[src/rtl/phy_link_sequencer_pkg.sv]
// Shared types and constants for the PHY link sequencer: FSM state encoding,
// default comma symbol and the round-robin pointer wrap helper.
package phy_link_sequencer_pkg;

   typedef enum logic [1:0] {
      RESET   = 2'd0,
      TRAIN   = 2'd1,
      WAIT_RX = 2'd2,
      LINK_UP = 2'd3
   } state_e;

   localparam logic [7:0] COM_SYM_DEFAULT = 8'hBC;

   function automatic int unsigned rr_next(input int unsigned idx, input int unsigned n);
      return (idx + 32'd1 >= n) ? 32'd0 : idx + 32'd1;
   endfunction

endpackage

[src/rtl/phy_link_sequencer_if.sv]
// Requester bus plus transmit lane between the transaction logic, the sequencer
// and the parallel-to-serial transmitter.
interface phy_link_sequencer_if #(
   parameter int unsigned NUM_REQ = 2
);
   logic [NUM_REQ-1:0]   req_valid;
   logic [8*NUM_REQ-1:0] req_data;
   logic [NUM_REQ-1:0]   req_ready;
   logic                 tx_en;
   logic [7:0]           tx_data;
   logic                 tx_valid;

   modport master (
      output req_valid, req_data, tx_en,
      input  req_ready, tx_data, tx_valid
   );

   modport slave (
      input  req_valid, req_data, tx_en,
      output req_ready, tx_data, tx_valid
   );
endinterface

[src/rtl/phy_link_sequencer_rr_arbiter.sv]
// Combinational round-robin picker: first requester at or above ptr, wrapping
// from NUM_REQ-1 to 0; one-hot grant plus its index.
module phy_link_sequencer_rr_arbiter #(
   parameter int unsigned NUM_REQ = 2
) (
   input  logic [NUM_REQ-1:0]         req,
   input  logic [$clog2(NUM_REQ)-1:0] ptr,
   output logic [NUM_REQ-1:0]         gnt,
   output logic [$clog2(NUM_REQ)-1:0] gnt_idx,
   output logic                       gnt_any
);
   localparam int unsigned PTR_W = $clog2(NUM_REQ);

   always_comb begin
      int unsigned j;
      j       = 32'd0;
      gnt     = '0;
      gnt_idx = '0;
      gnt_any = 1'b0;
      for (int unsigned off = 0; off < NUM_REQ; off++) begin
         j = 32'(ptr) + off;
         if (j >= NUM_REQ) begin
            j = j - NUM_REQ;
         end
         if (!gnt_any && req[j]) begin
            gnt_any = 1'b1;
            gnt[j]  = 1'b1;
            gnt_idx = PTR_W'(j);
         end
      end
   end
endmodule

[src/rtl/phy_link_sequencer.sv]
// Link bring-up (COM training, wait for far-end receiver) then round-robin byte
// scheduling onto one tx lane, 1-cycle latency. LINK_STATS_EN adds retrain_cnt.
module phy_link_sequencer
   import phy_link_sequencer_pkg::*;
#(
   parameter int unsigned NUM_REQ     = 2,
   parameter int unsigned COM_COUNT   = 4,
   parameter int unsigned TIMEOUT_CYC = 64,
   parameter logic [7:0]  COM_SYM     = COM_SYM_DEFAULT
) (
   input  logic                clk_4f,
   input  logic                reset,
   input  logic                rx_active,
   phy_link_sequencer_if.slave lane,
   output logic                link_up,
   output logic [1:0]          state
`ifdef LINK_STATS_EN
   ,
   output logic [7:0]          retrain_cnt
`endif
);
   localparam int unsigned PTR_W   = $clog2(NUM_REQ);
   localparam int unsigned CNT_MAX = (TIMEOUT_CYC > COM_COUNT) ? TIMEOUT_CYC : COM_COUNT;
   localparam int unsigned CNT_W   = $clog2(CNT_MAX + 1);

   state_e             state_q, state_d;
   logic [CNT_W-1:0]   cnt_q, cnt_d;
   logic [PTR_W-1:0]   ptr_q, ptr_d;
   logic [7:0]         tx_data_q, tx_data_d;
   logic               tx_valid_q, tx_valid_d;

   logic [NUM_REQ-1:0] gnt;
   logic [PTR_W-1:0]   gnt_idx;
   logic               gnt_any;
   logic [7:0]         sel_dat;
   logic               arb_en;

`ifdef LINK_STATS_EN
   logic [7:0]         retrain_q, retrain_d;
`endif

   phy_link_sequencer_rr_arbiter #(
      .NUM_REQ (NUM_REQ)
   ) u_arb (
      .req     (lane.req_valid),
      .ptr     (ptr_q),
      .gnt     (gnt),
      .gnt_idx (gnt_idx),
      .gnt_any (gnt_any)
   );

   always_ff @(posedge clk_4f) begin
      if (reset) begin
         state_q    <= RESET;
         cnt_q      <= '0;
         ptr_q      <= '0;
         tx_data_q  <= COM_SYM;
         tx_valid_q <= 1'b0;
`ifdef LINK_STATS_EN
         retrain_q  <= '0;
`endif
      end else begin
         state_q    <= state_d;
         cnt_q      <= cnt_d;
         ptr_q      <= ptr_d;
         tx_data_q  <= tx_data_d;
         tx_valid_q <= tx_valid_d;
`ifdef LINK_STATS_EN
         retrain_q  <= retrain_d;
`endif
      end
   end

   // One counter serves both the COM count in TRAIN and the timeout in WAIT_RX.
   always_comb begin
      state_d = state_q;
      cnt_d   = cnt_q;
      unique case (state_q)
         RESET: begin
            state_d = TRAIN;
            cnt_d   = '0;
         end
         TRAIN: begin
            if (lane.tx_en) begin
               if (cnt_q == CNT_W'(COM_COUNT - 1)) begin
                  state_d = WAIT_RX;
                  cnt_d   = '0;
               end else begin
                  cnt_d = cnt_q + CNT_W'(1);
               end
            end
         end
         WAIT_RX: begin
            if (rx_active) begin
               state_d = LINK_UP;
               cnt_d   = '0;
            end else if (cnt_q == CNT_W'(TIMEOUT_CYC - 1)) begin
               state_d = TRAIN;
               cnt_d   = '0;
            end else begin
               cnt_d = cnt_q + CNT_W'(1);
            end
         end
         LINK_UP: begin
            if (!rx_active) begin
               state_d = TRAIN;
               cnt_d   = '0;
            end
         end
         default: begin
            state_d = RESET;
            cnt_d   = '0;
         end
      endcase
   end

   always_comb begin
      sel_dat = '0;
      for (int unsigned i = 0; i < NUM_REQ; i++) begin
         if (gnt[i]) begin
            sel_dat = lane.req_data[8*i +: 8];
         end
      end
   end

   // A link drop or a reset in the same cycle suppresses the grant.
   assign arb_en = !reset && (state_q == LINK_UP) && rx_active && lane.tx_en;

   always_comb begin
      tx_data_d  = tx_data_q;
      tx_valid_d = tx_valid_q;
      ptr_d      = ptr_q;
      if ((state_q == LINK_UP) && rx_active) begin
         if (lane.tx_en) begin
            if (gnt_any) begin
               tx_data_d  = sel_dat;
               tx_valid_d = 1'b1;
               ptr_d      = PTR_W'(rr_next(32'(gnt_idx), NUM_REQ));
            end else begin
               tx_data_d  = COM_SYM;
               tx_valid_d = 1'b0;
            end
         end
      end else begin
         tx_data_d  = COM_SYM;
         tx_valid_d = 1'b0;
      end
   end

`ifdef LINK_STATS_EN
   always_comb begin
      retrain_d = retrain_q;
      if ((state_q == WAIT_RX || state_q == LINK_UP) && state_d == TRAIN &&
          retrain_q != 8'hFF) begin
         retrain_d = retrain_q + 8'd1;
      end
   end

   assign retrain_cnt = retrain_q;
`endif

   assign lane.req_ready = arb_en ? gnt : '0;
   assign lane.tx_data   = tx_data_q;
   assign lane.tx_valid  = tx_valid_q;
   assign link_up        = (state_q == LINK_UP);
   assign state          = state_q;

endmodule
[src/flat_wrapper.sv]
// flat-port wrapper written by rule: the top's interface ports become plain ports
module phy_link_sequencer_flat import phy_link_sequencer_pkg::*;
#(
   parameter int unsigned NUM_REQ     = 2,
   parameter int unsigned COM_COUNT   = 4,
   parameter int unsigned TIMEOUT_CYC = 64,
   parameter logic [7:0]  COM_SYM     = COM_SYM_DEFAULT
)
  (clk_4f, reset, rx_active, link_up, state, lane_req_valid, lane_req_data, lane_tx_en, lane_req_ready, lane_tx_data, lane_tx_valid);
  phy_link_sequencer_if #(.NUM_REQ(NUM_REQ)) lane_i ();
  input  logic clk_4f;
  input  logic reset;
  input  logic rx_active;
  output logic link_up;
  output logic [1:0] state;
  input wire logic [$bits(lane_i.req_valid)-1:0] lane_req_valid;
  input wire logic [$bits(lane_i.req_data)-1:0] lane_req_data;
  input wire logic [$bits(lane_i.tx_en)-1:0] lane_tx_en;
  output wire logic [$bits(lane_i.req_ready)-1:0] lane_req_ready;
  output wire logic [$bits(lane_i.tx_data)-1:0] lane_tx_data;
  output wire logic [$bits(lane_i.tx_valid)-1:0] lane_tx_valid;
  assign lane_i.req_valid = lane_req_valid;
  assign lane_i.req_data = lane_req_data;
  assign lane_i.tx_en = lane_tx_en;
  assign lane_req_ready = lane_i.req_ready;
  assign lane_tx_data = lane_i.tx_data;
  assign lane_tx_valid = lane_i.tx_valid;
  phy_link_sequencer #(.NUM_REQ(NUM_REQ), .COM_COUNT(COM_COUNT), .TIMEOUT_CYC(TIMEOUT_CYC), .COM_SYM(COM_SYM)) u_core (.clk_4f(clk_4f), .reset(reset), .rx_active(rx_active), .lane(lane_i), .link_up(link_up), .state(state));
endmodule
[config.mk]
export PLATFORM = sky130hd
export DESIGN_NAME = phy_link_sequencer_flat
export DESIGN_NICKNAME = d
export VERILOG_FILES = /design/src/rtl/phy_link_sequencer_pkg.sv /design/src/rtl/phy_link_sequencer_if.sv /design/src/rtl/phy_link_sequencer_rr_arbiter.sv /design/src/rtl/phy_link_sequencer.sv /design/src/flat_wrapper.sv
export SDC_FILE = /design/constraint.sdc
export NUM_CORES = 1
export LEC_CHECK = 0
export ABC_CLOCK_PERIOD_IN_PS = 3300
export CAP_MARGIN = 10
export CORE_MARGIN = 8
export CORE_UTILIZATION = 47
export CTS_CLUSTER_DIAMETER = 60
export CTS_CLUSTER_SIZE = 12
export DETAILED_ROUTE_END_ITERATION = 6
export GPL_TIMING_DRIVEN = 1
export HOLD_SLACK_MARGIN = 0.12
export PLACE_DENSITY = 0.83
export SETUP_SLACK_MARGIN = 0.3
export SLEW_MARGIN = 20
export SYNTH_ARGS = -nofsm -noshare
export SYNTH_HDL_FRONTEND = slang
export SYNTH_SLANG_ARGS = --single-unit
[constraint.sdc]
create_clock -name clk_4f -period 3.3 [get_ports clk_4f]
set_input_delay 0.66 -clock clk_4f [delete_from_list [all_inputs] [get_ports clk_4f]]
set_output_delay 0.66 -clock clk_4f [all_outputs]
set_load 0.03 [all_outputs]
After elaboration in Yosys (flattened, before gate mapping)
Index checks and enable logic that the tools add are counted.
Storage, ports and cells
  register bits: 19
  latch bits: 0
  RAM bits: 0
  ROM bits: 0
  input bits: 22
  output and inout port bits: 14
  word-level logic and storage cells: 76
  memories kept: 0
Operators by class
  add/subtract/negate cells: 5
  multiply operators: 0
  div/mod/pow operators: 0
  order comparisons: 7
  eq/ne operators: 9
  shifts and indexed selects: 0
  multiplexer cells: 34
  bitwise gates (word level): 2
  reductions and logical operators: 14
Operator list (number)
  32-bit by 1-bit >= comparator with 1-bit output, second input constant: 2
  32-bit by 2-bit < comparator with 1-bit output, second input constant: 2
  32-bit two-way mux: 2
  7-bit two-way mux: 5
  7-bit case mux with 4 select lines: 1
  8-bit two-way mux: 3
  2-bit two-way mux: 8
  1-bit two-way mux: 12
  2-bit case mux with 4 select lines: 1
  7-bit by 1-bit adder with 7-bit output, second input constant: 1
  7-bit by 2-bit equality test with 1-bit output, second input constant: 1
  7-bit by 6-bit equality test with 1-bit output, second input constant: 1
  1-bit logical AND: 7
  1-bit by 1-bit adder with 2-bit output, second input constant: 2
  2-bit equality test, second input constant: 2
  2-bit >= comparator, second input constant: 2
  2-bit != test, second input constant: 2
  4-bit AND reduction: 1
  3-bit by 2-bit != test with 1-bit output, second input constant: 1
  3-bit AND reduction: 1
  1-bit by 2-bit subtractor with 3-bit output, second input constant: 1
  2-bit by 2-bit subtractor with 3-bit output, second input constant: 1
  1-bit demux with 1-bit select: 2
  2-bit by 1-bit equality test with 1-bit output, second input constant: 1
  other kinds (8): 9

Longest topological paths before layout
Gate-level depths: netlist of run 1.
  depth after elaboration: 12
  depth in mapped cells: 6
  gate-level depth less buffers: 6

Modules after synthesis
A second synthesis of run 1 with hierarchy kept.
Unflattened totals
  cell total of the unflattened synthesis: 134
  area, all modules: 1072.3 um^2
By module, submodules not included
  phy_link_sequencer: times used 1, cells each 129, area an instance 1039.7 um^2, seq. area each 380.4 um^2
  phy_link_sequencer_rr_arbiter: times used 1, cells each 5, area an instance 32.5 um^2, seq. area each 0.0 um^2

Worst setup path after synthesis of run 1
No wires, ideal clock.
  kind: register -> output
  start: register u_core.state_q[0] (netlist: u_core.state[0])
  end: output port lane_req_ready[1]
  data arrival time: 1.966 ns
  path slack: 0.674 ns
  stages on the path, launching flop included: 4
  path buffers: 0
  cell sequence: dfxtp_1 -> ha_1 -> and3_1 -> nor3b_1
On the way
  word-level cells in the longest chain between the ends: 5
RTL lines
  from (decl): line phy_link_sequencer.sv:26  | state_e state_q, state_d;
  from (signal assigned): line phy_link_sequencer.sv:63  | state_q <= state_d;
  2-bit equality test
  net link_up: line flat_wrapper.sv:14  | output logic link_up;
  1-bit logical AND (3 in a row): line phy_link_sequencer.sv:127  | assign arb_en = !reset && (state_q == LINK_UP) && rx_active && lane.tx_en;
  2-bit two-way mux: line phy_link_sequencer.sv:162  | assign lane.req_ready = arb_en ? gnt : '0;
  to (decl): line flat_wrapper.sv:19  | output wire logic [$bits(lane_i.req_ready)-1:0] lane_req_ready;
The timed path passes the listed nets, and every way through them passes these cells.

Final worst setup path of run 1
  start: input port lane_req_valid[1]
  end: output port lane_req_ready[0]
On the way
  word-level cells in the longest chain between the ends: 7
  elaborated cells between the ends (all ways): 11
RTL lines
  from (decl): line flat_wrapper.sv:16  | input wire logic [$bits(lane_i.req_valid)-1:0] lane_req_valid;
  1-bit two-way mux (implied by the code) (2 in a row): line phy_link_sequencer_rr_arbiter.sv:25  | if (!gnt_any && req[j]) begin
  1-bit two-way mux: line phy_link_sequencer_rr_arbiter.sv:25
  1-bit zero test: line phy_link_sequencer_rr_arbiter.sv:25
  1-bit logical AND: line phy_link_sequencer_rr_arbiter.sv:25
  2-bit two-way mux (*): line phy_link_sequencer_rr_arbiter.sv:25
  2-bit two-way mux (*): line phy_link_sequencer.sv:162
Every way passes the cells marked *; elsewhere a longest branch is shown, timed or not. The select of a mux whose other input is x is not followed.

==> impl_metrics.py, run 1 <==
metrics = {
    "outcome": {
        "status": "finished clean",
    },
    "sta": {
        "fin_skew_ps": 1.55,
        "worst_pin_slew_ps": 520,
        "setup_viol": 0,
        "fin_crit_sh_pct": 78.1,
        "finalMaxSlewViolations": 0,
        "setup_tns_ps": 0,
        "hold_violations": 0,
        "period_needed_ps": 2580,
        "timing.slew.headroom_pct": 65.3,
        "rsz0062_at_grt": "no",
        "fmax_mhz": 388,
    },
    "pwr": {
        "combPwrFrac_pct": 35.2,
        "leakagePower_nw": 0.556,
        "powerDensity_mw_per_mm2": 399,
        "ir_worst_vdd_v": 0.000348,
        "p_seq_share_pct": 44.6,
        "swShare_pct": 33.0,
        "pwr-share-clk_pct": 20.1,
        "p_sw_w": 0.000190,
        "power.internal_w": 0.000386,
    },
    "global_routing": {
        "track_usage_pct": 13.2,
        "antenna_found_initial": 0,
        "grt_overflow": 0,
        "grt_max_degree": 17,
        "grt_first_pass_wirelength_um": 4360,
        "grt_pass1_vias": 1000,
    },
    "clock_network": {
        "insertion_delay_ps": 300,
        "htreeDepth": 1,
        "cts.clk_slew.worst_paths_ps": 100,
        "clk_path_buf_depth": 2,
        "clock-sinks": 19,
        "cts_setup_buffers": 0,
        "cts_root_buf": "clkbuf_4",
        "cts_tree": "yes",
        "cts_buffers": 3,
    },
    "worst_setup_path": {
        "critPathArrivalTime_ps": 1920,
        "worstPathCellList": "clkdlybuf4s50_1 > nand2_1 > and2_1 > and3_1 > dlymetal6s2s_1",
        "worst_setup_path_start_kind": "input port",
        "critPathCaptureType": "output pin",
        "worstPathRequired_ps": 2640,
        "crit_slowest_cell": "clkdlybuf4s50_1",
        "cp_max_fo": 5,
        "max_stage_delay_ps": 540,
        "crit_type": "in2out",
    },
    "drt": {
        "vias": 979,
        "wl_um": 2600,
        "drtIter0Drc": 49,
        "vias_per_cell": 5.32,
        "drt_pre_antenna_iters": 4,
        "wl_per_cell_um": 14.1,
        "postRouteAntennaNets": 0,
        "post-route-drc-count": 0,
    },
    "min_path": {
        "hold_class": "reg2reg",
    },
    "synthesis": {
        "synth_area_leader_cell": "dfxtp_1",
        "synth_top_area_share_pct": 37.3,
        "synth-async-reset-ratio_pct": 0,
        "syn-cell-area_sq_mm": 0.00102,
        "synth_area_leaders": "dfxtp_1 (37%), nor2_1 (6.6%), ha_1 (6.1%), nand2b_1 (5.5%), nand3_1 (4.4%)",
        "syn_area_per_cell_sq_um": 8.70,
        "ys_warn_count": 0,
        "synth-edff-count": 0,
        "synth_ff_type": "dfxtp_1",
        "synth_fp_nets": 144,
        "synth_cell_type_count": 28,
        "yosys_register_bits": 19,
        "synth_cells": 117,
        "ys_seq_area_share_pct": 37.3,
    },
    "layout": {
        "insertedDiodeCount": 0,
        "final_nets": 184,
        "drive_gt1_share_pct": 7.05,
        "layout_commonest_cell": "clkdlybuf4s50_1",
        "syn2layout_area_growth_pct": 41.6,
        "final_cell_mix": "clkdlybuf4s50_1 (33), dfxtp_1 (19), nor2_1 (18)",
        "finalNonFillerCells": 184,
    },
    "floorplanning": {
        "die_area_sq_mm": 0.00391,
        "die_w_um": 62.6,
        "initial_core_util_pct": 47.9,
        "die_h_um": 62.6,
        "rows": 17,
        "core_sq_mm": 0.00213,
        "ios": 36,
    },
    "place": {
        "io_buffers": 35,
        "place_congestion": 0.830,
        "dpl.hpwl_um": 2080,
        "place_inst": 180,
    },
    "job": {
        "max_cap_viol_count": 0,
    },
}
path summary, 6_finish.rpt:
| check | start | endpoint | slack [ps] | cells after the start |
|---|---|---|---|---|
| worst min register to register | u_core.lane.tx_data[5]$_SDFFE_PP1P_ | u_core.lane.tx_data[5]$_SDFFE_PP1P_ | 490 | 2 |
| worst max register to register | u_core.state[1]$_SDFFE_PP0P_ | u_core.state[0]$_SDFFE_PP0P_ | 1500 | 6 |
| worst max-delay path | lane_req_valid[1] | lane_req_ready[0] | 720 | 5 |
| worst min-delay path | u_core.lane.tx_data[5]$_SDFFE_PP1P_ | u_core.lane.tx_data[5]$_SDFFE_PP1P_ | 490 | 2 |
cells in the mapped netlist (all sizes together), types with 2 or more instances:
library cell / n
a2111oi: 2
a211oi: 4
a21oi: 4
a22oi: 3
a311oi: 2
and2: 3
and3: 2
clkbuf: 3
dfxtp: 19
ha: 5
inv: 2
mux2: 2
nand2: 9
nand2b: 9
nand3: 9
nor2: 18
nor3: 3
nor4: 3
o221ai: 5
xnor2: 4
xor2: 2
metrics by stage:
step / setup WS [ps] / hold WS [ps] / cell area [sq um] / power (W) / util (%)
floorplan: 674 / 454 / 1020 / 0.000393 / -
global placement: 366 / 458 / 1410 / 0.000457 / 66.4
detailed placement: 343 / 468 / 1410 / 0.000466 / 66.4
CTS: 338 / 494 / 1440 / 0.000584 / 67.7
global route: 630 / 514 / 1440 / 0.000612 / 67.8
finish: 723 / 490 / 1440 / 0.000575 / 67.8
registers in the layout, summed over array words and instances (netlist names), named ones only:
signal	cells
u_core.cnt_q	7
u_core.lane.tx_data	8
u_core.lane.tx_valid	1
u_core.state	2
power by group through the flow:
stage | Combinational, W | Clock [W] | Sequential, W
6_report | 0.000203 | 0.000116 | 0.000257
5_1_grt | 0.000219 | 0.000134 | 0.000260
4_1_cts | 0.000204 | 0.000123 | 0.000258
3_5_place_dp | 0.000203 | 0 | 0.000263
3_3_place_gp | 0.000197 | 0 | 0.000260
2_1_floorplan | 0.000118 | 0 | 0.000275
final cells by class:
cell class                      instances  area (sq um)
Fill cell                             178           684
Multi-Input combinational cell         93           619
Sequential cell                        19           380
Timing Repair Buffer                   38           373
Tap cell                               28          35.0
Clock buffer                            3          22.5
Inverter                                2          7.51
Clock inverter                          1          5.00
critical path: cells and delay by family:
kind / cells / cell delay [ps]
buf+inv: 2 / 780
simple gates: 3 / 470
logic make-up after synthesis:
logic type / count (synthesis) / share of synthesized area (%)
AND/OR/NAND/NOR: 60 / 29.9
AO/OA/AOI/OAI: 20 / 17.4
flip-flops: 19 / 37.3
XOR/XNOR: 6 / 5.16
buffers and inverters: 5 / 1.84
adder cells (fa/ha/maj): 5 / 6.14
multiplexers: 2 / 2.21
repair_timing:
item	in CTS	in global routing
setup endpoints to repair	0	1
hold buffers	0	0
gates resized for setup	0	1
layer usage:
metal	routed length (um)	vias up	part of all wire, %	global-route usage, %
met1	1240	445	48	15.5
met5	0	-	0	0
met4	52	0	2.0	5.98
met2	1150	30	44	21.6
met3	150	5	5.8	3.94
li1	-	499	-	-
(Power assumes the default switching activity.)
==> inputs of run 2 (changes only) <==
--- a/config.mk
+++ b/config.mk
@@ -5,16 +5,16 @@
 export SDC_FILE = /design/constraint.sdc
 export NUM_CORES = 1
 export LEC_CHECK = 0
-export ABC_CLOCK_PERIOD_IN_PS = 3300
+export ABC_CLOCK_PERIOD_IN_PS = 2200
 export CAP_MARGIN = 10
 export CORE_MARGIN = 8
-export CORE_UTILIZATION = 47
+export CORE_UTILIZATION = 39
 export CTS_CLUSTER_DIAMETER = 60
 export CTS_CLUSTER_SIZE = 12
 export DETAILED_ROUTE_END_ITERATION = 6
 export GPL_TIMING_DRIVEN = 1
 export HOLD_SLACK_MARGIN = 0.12
-export PLACE_DENSITY = 0.83
+export PLACE_DENSITY = 0.74
 export SETUP_SLACK_MARGIN = 0.3
 export SLEW_MARGIN = 20
 export SYNTH_ARGS = -nofsm -noshare
==> constraint.sdc (replaced) <==
create_clock -name clk_4f -period 2.2 [get_ports clk_4f]
set_input_delay 0.44 -clock clk_4f [delete_from_list [all_inputs] [get_ports clk_4f]]
set_output_delay 0.44 -clock clk_4f [all_outputs]
set_load 0.03 [all_outputs]
==> impl_metrics.py, run 2 (synthesis results as in run 1) <==
metrics = {
    "floorplanning": {
        "die_w_um": 67.1,
        "ios": 36,
        "die_h_um": 67.1,
        "core_sq_mm": 0.00248,
        "rows": 18,
        "die_area_sq_mm": 0.00450,
        "initial_core_util_pct": 41.1,
    },
    "pwr": {
        "ir_worst_vdd_v": 0.000543,
        "pwr-share-clk_pct": 20.3,
        "p_seq_share_pct": 45.0,
        "powerDensity_mw_per_mm2": 589,
        "p_sw_w": 0.000293,
        "leakagePower_nw": 0.562,
        "totalPowerFinal_w": 0.000877,
        "combPwrFrac_pct": 34.7,
        "power.internal_w": 0.000585,
        "swShare_pct": 33.4,
    },
    "worst_setup_path": {
        "crit_family": "flip-flops",
        "crit_slowest_cell": "dfxtp_4",
        "cp_max_fo": 5,
        "crit_type": "reg2out",
        "critPathCaptureType": "output pin",
        "max_stage_delay_ps": 400,
        "worst_setup_path_start_kind": "register",
        "worstPathCellList": "ha_4 > nand2_2 > nor2_2 > and3_2 > buf_4",
        "cp.buffers_inverters": 1,
        "critPathArrivalTime_ps": 1390,
        "worstPathRequired_ps": 1760,
    },
    "drt": {
        "drt_pre_antenna_iters": 4,
        "vias": 993,
        "postRouteAntennaNets": 0,
        "wl_um": 2600,
        "post-route-drc-count": 0,
        "drtIter0Drc": 45,
        "wl_per_cell_um": 13.8,
        "vias_per_cell": 5.28,
    },
    "place": {
        "place_inst": 184,
        "dpl.hpwl_um": 2110,
        "placed_cell_area_sq_mm": 0.00145,
        "place_congestion": 0.781,
        "io_buffers": 35,
    },
    "global_routing": {
        "grt_max_degree": 19,
        "track_usage_pct": 12.4,
        "antenna_found_initial": 0,
        "grt_pass1_vias": 969,
        "grt_first_pass_wirelength_um": 4370,
        "grt_overflow": 0,
    },
    "layout": {
        "syn2layout_area_growth_pct": 46.3,
        "largest_register_ffs": 8,
        "insertedDiodeCount": 0,
        "final_cell_mix": "clkdlybuf4s50_1 (27), nor2_1 (17), dfxtp_1 (17), nand2b_1 (9), nand3_1 (9)",
        "final_util_pct": 60.2,
        "final_nets": 186,
        "fillers": 208,
        "finalNonFillerCells": 188,
        "drive_gt1_share_pct": 15.2,
        "design_area_sq_mm": 0.00149,
        "layout_commonest_cell": "clkdlybuf4s50_1",
    },
    "clock_network": {
        "cts.clk_slew.worst_paths_ps": 110,
        "clock-sinks": 19,
        "cts_buffers": 3,
        "insertion_delay_ps": 300,
        "cts_root_buf": "clkbuf_4",
        "ctsHoldBuffers": 0,
        "cts_tree": "yes",
        "htreeDepth": 1,
        "clk_path_buf_depth": 2,
        "cts_setup_buffers": 0,
    },
    "sta": {
        "setup_viol": 0,
        "worst_pin_slew_ps": 512,
        "fmax_mhz": 545,
        "finalMaxSlewViolations": 0,
        "fin_crit_sh_pct": 83.4,
        "fin_skew_ps": 8.53,
        "period_needed_ps": 1830,
        "setup_tns_ps": 0,
        "timing.slew.headroom_pct": 65.8,
        "hold_violations": 0,
        "rsz0062_at_grt": "yes",
    },
    "job": {
        "max_cap_viol_count": 0,
    },
    "outcome": {
        "status": "finished clean",
    },
    "min_path": {
        "hold_class": "reg2reg",
    },
}
==> run 2: final timing paths <==
path	endpoint	from	slack, ps	depth (start not counted)
worst min-delay path	u_core.lane.tx_data[4]$_SDFFE_PP1P_	u_core.lane.tx_data[4]$_SDFFE_PP1P_	490	2
worst min register to register	u_core.lane.tx_data[4]$_SDFFE_PP1P_	u_core.lane.tx_data[4]$_SDFFE_PP1P_	490	2
worst max-delay path	lane_req_ready[0]	u_core.state[0]$_SDFFE_PP0P_	370	5
worst max register to register	u_core.state[1]$_SDFFE_PP0P_	u_core.state[1]$_SDFFE_PP0P_	450	6
==> run 2: layout make-up <==
class | count | area, sq um | share of cell area, %
multi-input cells | 93 | 653 | 43.8
inverters | 2 | 7.51 | 0.504
flip-flops and latches | 19 | 385 | 25.9
clock inverters | 1 | 5.00 | 0.336
clock buffers | 3 | 22.5 | 1.51
well taps | 30 | 37.5 | 2.52
repair buffers | 40 | 379 | 25.4
==> run 2: metal layers <==
layer  vias up  global-route usage [%]  wire length [um]
met5         -                       0                 0
met4         0                    5.48                42
met3         5                    4.03               282
met2        32                    19.8              1130
met1       453                    14.8              1140
li1        503                       -                 -
==> run 2: power groups by stage <==
stage	Clock [W]	Sequential [W]	Combinational (W)
global route	0.000202	0.000400	0.000340
floorplan	0	0.000420	0.000179
detailed placement	0	0.000400	0.000305
CTS	0.000186	0.000392	0.000304
finish	0.000178	0.000395	0.000304
global placement	0	0.000400	0.000299
==> run 2: through the flow <==
step                      hold slack (ps)  setup WS, ps
final                                 488           366
after global routing                  515           296
after CTS                             496           299
after detailed placement              468           101
after global placement                456           132
after floorplan                       454           398
==> run 2: timing repair <==
action,CTS,global route
resized for setup,7,5
pin swaps,0,0
endpoints found under the setup margin,3,4
==> run 2: tightest hold or removal path: cells and delay by family (launching register included) <==
| family | cells | cell delay (ps) |
|---|---|---|
| flip-flops | 1 | 340 |
| AND/OR/NAND/NOR | 2 | 120 |
